[config.mk]
export PLATFORM = sky130hd
export DESIGN_NAME = fetch_sequencer
export DESIGN_NICKNAME = d
export VERILOG_FILES = /design/src/rtl/fetch_sequencer.sv
export SDC_FILE = /design/constraint.sdc
export NUM_CORES = 1
export LEC_CHECK = 0
export BUFFER_PORTS_ARGS = -buffer_cell sky130_fd_sc_hd__buf_2
export CAP_MARGIN = 20
export CELL_PAD_IN_SITES_DETAIL_PLACEMENT = 1
export CELL_PAD_IN_SITES_GLOBAL_PLACEMENT = 2
export CORE_ASPECT_RATIO = 0.5
export CORE_UTILIZATION = 28
export DETAILED_ROUTE_END_ITERATION = 6
export GPL_TIMING_DRIVEN = 0
export PLACE_DENSITY = 0.86
export REMOVE_ABC_BUFFERS = 1
export SETUP_SLACK_MARGIN = 0.4
export SLEW_MARGIN = 10
export SYNTH_ARGS = -nofsm -noshare
export SYNTH_HDL_FRONTEND = slang
export SYNTH_SLANG_ARGS = --single-unit
[constraint.sdc]
create_clock -name Clk -period 2 [get_ports Clk]
set_input_delay 0.1 -clock Clk [delete_from_list [all_inputs] [get_ports Clk]]
set_output_delay 0.1 -clock Clk [all_outputs]
set_load 0.01 [all_outputs]
[src/rtl/fetch_sequencer.sv]
// Program-counter and run-state sequencer for the accumulator processor.
// Drives the instruction ROM address and owns the Start/Done handshake with the harness.
// Optional build macro FETCH_CYCLE_COUNT_EN adds the CycleCount output (RUN-cycle counter).
module fetch_sequencer #(
   parameter int unsigned PC_W  = 10,
   parameter int unsigned OFF_W = 8
) (
   input  logic             Clk,
   input  logic             Reset,
   input  logic             Start,
   input  logic             Halt,
   input  logic             Branch,
   input  logic             BrCond,
   input  logic [OFF_W-1:0] BrOffset,
   output logic [PC_W-1:0]  PC,
   output logic             Run,
`ifdef FETCH_CYCLE_COUNT_EN
   output logic             Done,
   output logic [31:0]      CycleCount
`else
   output logic             Done
`endif
);

   typedef enum logic [1:0] {StIdle, StRun, StHalted} state_t;

   localparam logic [PC_W-1:0] PcOne = PC_W'(1);

   state_t          state_q;
   logic [PC_W-1:0] pc_q;
   logic            run_q;
   logic            done_q;
   logic [PC_W-1:0] off_ext;

   // Sign-extend the branch offset to PC width; the sum below then wraps modulo 2^PC_W.
   always_comb begin
      off_ext = PC_W'($signed(BrOffset));
   end

   // Sequencer FSM: state, PC and the registered Run/Done flags update together.
   always_ff @(posedge Clk or posedge Reset) begin
      if (Reset) begin
         state_q <= StIdle;
         pc_q    <= '0;
         run_q   <= 1'b0;
         done_q  <= 1'b0;
      end else begin
         unique case (state_q)
            StIdle: begin
               // PC is held at 0 so the first executed instruction is address 0.
               pc_q <= '0;
               if (!Start) begin
                  state_q <= StRun;
                  run_q   <= 1'b1;
               end
            end
            StRun: begin
               if (Start) begin
                  state_q <= StIdle;
                  pc_q    <= '0;
                  run_q   <= 1'b0;
               end else if (Halt) begin
                  // Halt outranks a simultaneous taken branch; PC stays on the halt instruction.
                  state_q <= StHalted;
                  run_q   <= 1'b0;
                  done_q  <= 1'b1;
               end else if (Branch && BrCond) begin
                  pc_q <= pc_q + off_ext;
               end else begin
                  pc_q <= pc_q + PcOne;
               end
            end
            StHalted: begin
               if (Start) begin
                  state_q <= StIdle;
                  pc_q    <= '0;
                  done_q  <= 1'b0;
               end
            end
            default: begin
               state_q <= StIdle;
               pc_q    <= '0;
               run_q   <= 1'b0;
               done_q  <= 1'b0;
            end
         endcase
      end
   end

   assign PC   = pc_q;
   assign Run  = run_q;
   assign Done = done_q;

`ifdef FETCH_CYCLE_COUNT_EN
   logic [31:0] cyc_cnt_q;

   // Count edges spent in RUN (including the exit edge); hold while HALTED; clear in IDLE.
   always_ff @(posedge Clk or posedge Reset) begin
      if (Reset) begin
         cyc_cnt_q <= '0;
      end else if (state_q == StIdle) begin
         cyc_cnt_q <= '0;
      end else if (state_q == StRun && cyc_cnt_q != 32'hFFFF_FFFF) begin
         cyc_cnt_q <= cyc_cnt_q + 32'd1;
      end
   end

   // Masking by IDLE state makes the count read 0 from the edge that enters IDLE.
   assign CycleCount = (state_q == StIdle) ? 32'd0 : cyc_cnt_q;
`endif

endmodule

**Word-level counts from Yosys, hierarchy flattened**

Cells that the tools add are included.

- $add $sub $neg: 2
- Eq/ne operators: 8
- Muxes and demuxes: 18
- Bitwise operators: 2
- Reductions and logical operators: 6

Operators by type and width:

| kind | count |
|---|---|
| $mux W10 | 4 |
| $pmux W10 S2 | 1 |
| $add A10 B1 Y10 const B | 1 |
| $add A10 B10 Y10 | 1 |
| $mux W2 | 4 |
| $ne A2 B2 Y1 const B | 4 |
| $mux W1 | 6 |
| $ne A3 B3 Y1 const B | 2 |
| $pmux W1 S3 | 2 |
| $pmux W2 S3 | 1 |
| $reduce_and A3 Y1 | 2 |
| $reduce_and A4 Y1 | 1 |
| $eq A2 B1 Y1 const B | 1 |
| $eq A2 B2 Y1 const B | 1 |
| $logic_not A2 Y1 | 1 |
| $not A1 Y1 | 2 |
| $reduce_and A2 Y1 | 1 |
| $logic_and A1 B1 Y1 | 1 |

- Register bits after elaboration: 14
- Input bits: 14
- Output and inout bits: 12
- Word-level logic and storage cells: 40

**Logic depth before layout (Yosys ltp)**

- Depth in word-level cells: 5
- Depth in mapped cells: 10
- Depth with buffers taken out: 10

**Worst setup path after synthesis**

Ideal clock, no wire load.

- Path type: flip-flop to flip-flop
- Start point: register pc_q[0] (netlist: PC[0])
- End point: register pc_q[6] (netlist: PC[6])
- Setup time: 0.122 ns
- Arrival: 1.901 ns
- Data required time: 1.878 ns
- Path slack: -0.022 ns
- Stages on the path, launching flop included: 10
- Buffers on the path: 0
- Period minus slack after synthesis: 2.022 ns
- Cells stage by stage: dfrtp_1 -> ha_1 -> inv_1 -> fa_1 -> nor2b_4 -> o21ai_2 -> a21boi_2 -> o21a_1 -> or3_1 -> a32o_1

- Cells in the longest elaborated chain, start to end: 5
- Elaborated cells between the ends (all ways): 6
- Classes of those cells: add/sub: 2; mux: 4

RTL lines:

| item | RTL line | source |
|---|---|---|
| start: declaration | 30 | `logic [PC_W-1:0] pc_q;` |
| start signal: assignment | 68 | `pc_q <= pc_q + off_ext;` |
| start signal: assignment | 70 | `pc_q <= pc_q + PcOne;` |
| $add A10 B1 Y10 / $add A10 B10 Y10 (equally long branches) | 70, 68 |  |
| $mux W10 (*) | 67 | `end else if (Branch && BrCond) begin` |
| $mux W10 (*) | 62 | `end else if (Halt) begin` |
| $mux W10 (*) | 58 | `if (Start) begin` |
| $pmux W10 S2 (*) | 48 | `unique case (state_q)` |

Mark *: on every way between the ends. The rest lies on a longest branch, timed or not. The select of a mux whose other input is x is not followed.
A chain may end at the register's enable or synchronous reset.

**Final worst setup path**

Same ends and word-level chain as after synthesis.

==> impl_metrics.py <==
metrics = {
    "placed_design": {
        "dp_hpwl_um": 1840,
        "dp_cells": 176,
        "port_buffers": 25,
        "placed_area_um2": 1160,
        "preCtsSetupSlack_ns": -0.142,
        "routabilityCongestion": 0.752,
    },
    "yosys": {
        "synth.avg_cell_area_um2": 9.46,
        "synth_edf_count": 0,
        "ys_types": 33,
        "yosysWarnings": 0,
        "synth_seq_area_share": 0.356,
        "synth_top_flop_cell": "dfrtp_1",
        "postSynth.asyncResetShare": 1.00,
        "ys_ff_latch": 14,
        "syn_area_um2": 983,
        "syn_inst": 104,
    },
    "cells_and_area": {
        "areaGrowthSynthToFinish_pct": 46.9,
        "postLayoutCellArea_um2": 1450,
        "fin_cells": 190,
        "nets": 167,
        "n_antenna_cell": 0,
        "finish.utilization": 0.456,
        "layout-drive-gt1-share": 0.458,
    },
    "pwr": {
        "ir_worst_vdd_uv": 165,
        "p_total_w": 0.000738,
        "p_per_area_nw_per_um2": 511,
        "p_leak_nw": 0.709,
    },
    "grt": {
        "antenna_found_initial": 0,
        "grt_max_degree": 15,
        "gr-total-overflow": 0,
        "grtUsageTotal": 0.165,
        "grt_pass1_vias": 971,
        "met2_usage": 0.298,
        "grtUsageMet3": 0.0419,
        "top_usage_layer": "met2",
        "grt_pass1_wl_um": 4620,
        "grt_use_met1": 0.202,
    },
    "sta": {
        "setup_ws_ns": 0.00462,
        "min_period_ns": 2.00,
        "relSlewSlack": 0.606,
        "fmax_ghz": 0.501,
        "setup_viol": 0,
        "drv_slew": 0,
        "skew_ns": 0.00108,
        "worstMarginPinSlew_ns": 0.591,
        "period_share": 0.998,
        "hold_viol": 0,
        "rsz0062_at_grt": "yes",
    },
    "clock_tree": {
        "cts_buffer_depth": 2,
        "cts_tree": "yes",
        "cts.sink_count": 14,
        "htree_num_levels": 1,
        "cts.clk_slew.worst_paths_ns": 0.06,
        "worst_skew_pair.late_latency_ns": 0.25,
        "cts-root-buf": "clkbuf_8",
        "cts_buffers": 3,
    },
    "routing": {
        "drc": 0,
        "drtIter0Drc": 24,
        "ant_nets": 0,
        "wl_per_cell_um": 15.4,
        "avgViaCountPerCell": 5.11,
        "vias": 971,
        "wirelength_um": 2930,
        "first_pass_iters": 4,
    },
    "worst_hold_path": {
        "hold-path-endpoint": "state_q[1]",
        "hold_path_class": "input port to register",
        "holdPathStages": 2,
        "min-delay-start": "Start",
    },
    "setup_path": {
        "reg2reg_slack_ns": 0.005,
        "worst-r2r-cell-count": 9,
        "crit_type": "register to register",
        "crit_path_top_delay_cell": "dfrtp_1",
        "setup.worst_path.start_class": "register",
        "crit_chain": "ha_4, inv_2, fa_2, nor2b_4, o21ai_2, a21boi_2, o21a_1, or3_1, a32o_1",
        "cp-end-kind": "register",
        "max_stage_delay_ns": 0.41,
        "cp.arrival_ns": 2.14,
        "crit_required_ns": 2.14,
        "path_max_fanout": 3,
        "r2r-start": "PC[0]",
        "r2r_end": "PC[6]",
    },
    "die": {
        "die_h_um": 43.9,
        "num_rows": 14,
        "die_w_um": 85.8,
        "core_area_um2": 3170,
        "die_area_um2": 3770,
        "ios": 26,
        "initial_core_util": 0.310,
    },
    "job": {
        "drv_cap": 0,
    },
    "status": {
        "status": "completed",
    },
}
[report_power, final]
| group | switching, W | internal, W |
|---|---|---|
| Sequential | 0.0000126 | 0.000299 |
| Clock | 0.000115 | 0.000175 |
| Combinational | 0.0000734 | 0.0000634 |
| Total | 0.000201 | 0.000537 |
[layout make-up]
class	instances	area, um2
well taps	48	60.1
inverters	6	22.5
clock buffers	4	55.1
repair buffers	35	206
flip-flops and latches	14	352
multi-input cells	83	749
fillers	368	1730
[critical path, delay by kind of cell (launching register included)]
family / cells / cell delay [ns]
AO/OA/AOI/OAI: 4 / 0.68
flip-flops: 1 / 0.41
adder cells (fa/ha/maj): 2 / 0.40
AND/OR/NAND/NOR: 2 / 0.36
buffers and inverters: 1 / 0.05
[per-stage QoR]
step | hold WS [ns] | TNS, ns
5_1_grt | 0.146 | -0.142
4_1_cts | 0.166 | -0.0210
6_report | 0.138 | 0
3_3_place_gp | 0.191 | -0.179
3_5_place_dp | 0.191 | -0.255
2_1_floorplan | -0.0108 | -0.0222
[registers in the layout, summed over array words and instances (netlist names)]
name,count
PC,10
state_q,2
Done,1
Run,1
[cell usage after synthesis, drive strengths merged, types with 2 or more instances]
cell    count  share of area
nand2      10          0.038
and3        7          0.045
inv         6          0.023
a21o        6          0.046
a21boi      2          0.019
dfrtp      14           0.36
a31o        2          0.018
a211oi      2          0.020
o31ai       2          0.015
a21oi       4          0.020
nand3b      2          0.015
o21ai      15          0.080
xor2        4          0.036
ha          9           0.11
a32o        2          0.020
nor2        4          0.015
[placed cells by master, fill, tap and decap left out, types with 2 or more instances in the layout]
| cell | n |
|---|---|
| inv_1 | 4 |
| ha_4 | 7 |
| inv_2 | 2 |
| nor2_1 | 3 |
| o21ai_1 | 2 |
| a21oi_1 | 2 |
| o21ai_0 | 10 |
| ha_1 | 2 |
| nand3b_1 | 2 |
| a21oi_2 | 2 |
| a21o_1 | 6 |
| buf_4 | 8 |
| and3_1 | 6 |
| dfrtp_1 | 13 |
| clkbuf_8 | 4 |
| o21ai_2 | 3 |
| nand2_1 | 10 |
| buf_2 | 25 |
| a31o_2 | 2 |
| a32o_1 | 2 |
| xor2_1 | 3 |
[logic make-up (layout without fill, tap and decap cells)]
family	after synthesis	in the layout	share of synthesized area
buffers and inverters	7	45	0.0280
XOR/XNOR	4	4	0.0356
flip-flops	14	14	0.356
multiplexers	1	1	0.0114
AND/OR/NAND/NOR	30	30	0.168
AO/OA/AOI/OAI	38	38	0.266
adder cells (fa/ha/maj)	10	10	0.135
[worst max-delay path by stage]
| stage | from | endpoint | depth (start not counted) |
|---|---|---|---|
| 5_1_grt | PC[0] | PC[8] | 10 |
| 6_report | PC[0] | PC[6] | 9 |
| 3_5_place_dp | PC[0] | PC[8] | 9 |
| 3_3_place_gp | PC[0] | PC[8] | 9 |
| 2_1_floorplan | PC[0] | PC[6] | 9 |
| 4_1_cts | PC[0] | PC[6] | 9 |
[metal layers]
layer | vias to the layer above | wire (um) | share of wire
met4 | 0 | 39 | 0.013
met3 | 7 | 73 | 0.025
li1 | 458 | - | -
met2 | 18 | 1480 | 0.50
met1 | 488 | 1340 | 0.46
met5 | - | 0 | 0
[timing repair]
item / 4_1_cts / 5_1_grt
gates cloned: 0 / 0
hold buffers: 1 / 0
hold endpoints to repair: 14 / 0
buffers inserted: 4 / 5
endpoints found under the setup margin: 11 / 10
pin swaps: 12 / 12
gates resized for setup: 14 / 13
(Power assumes the default switching activity.)
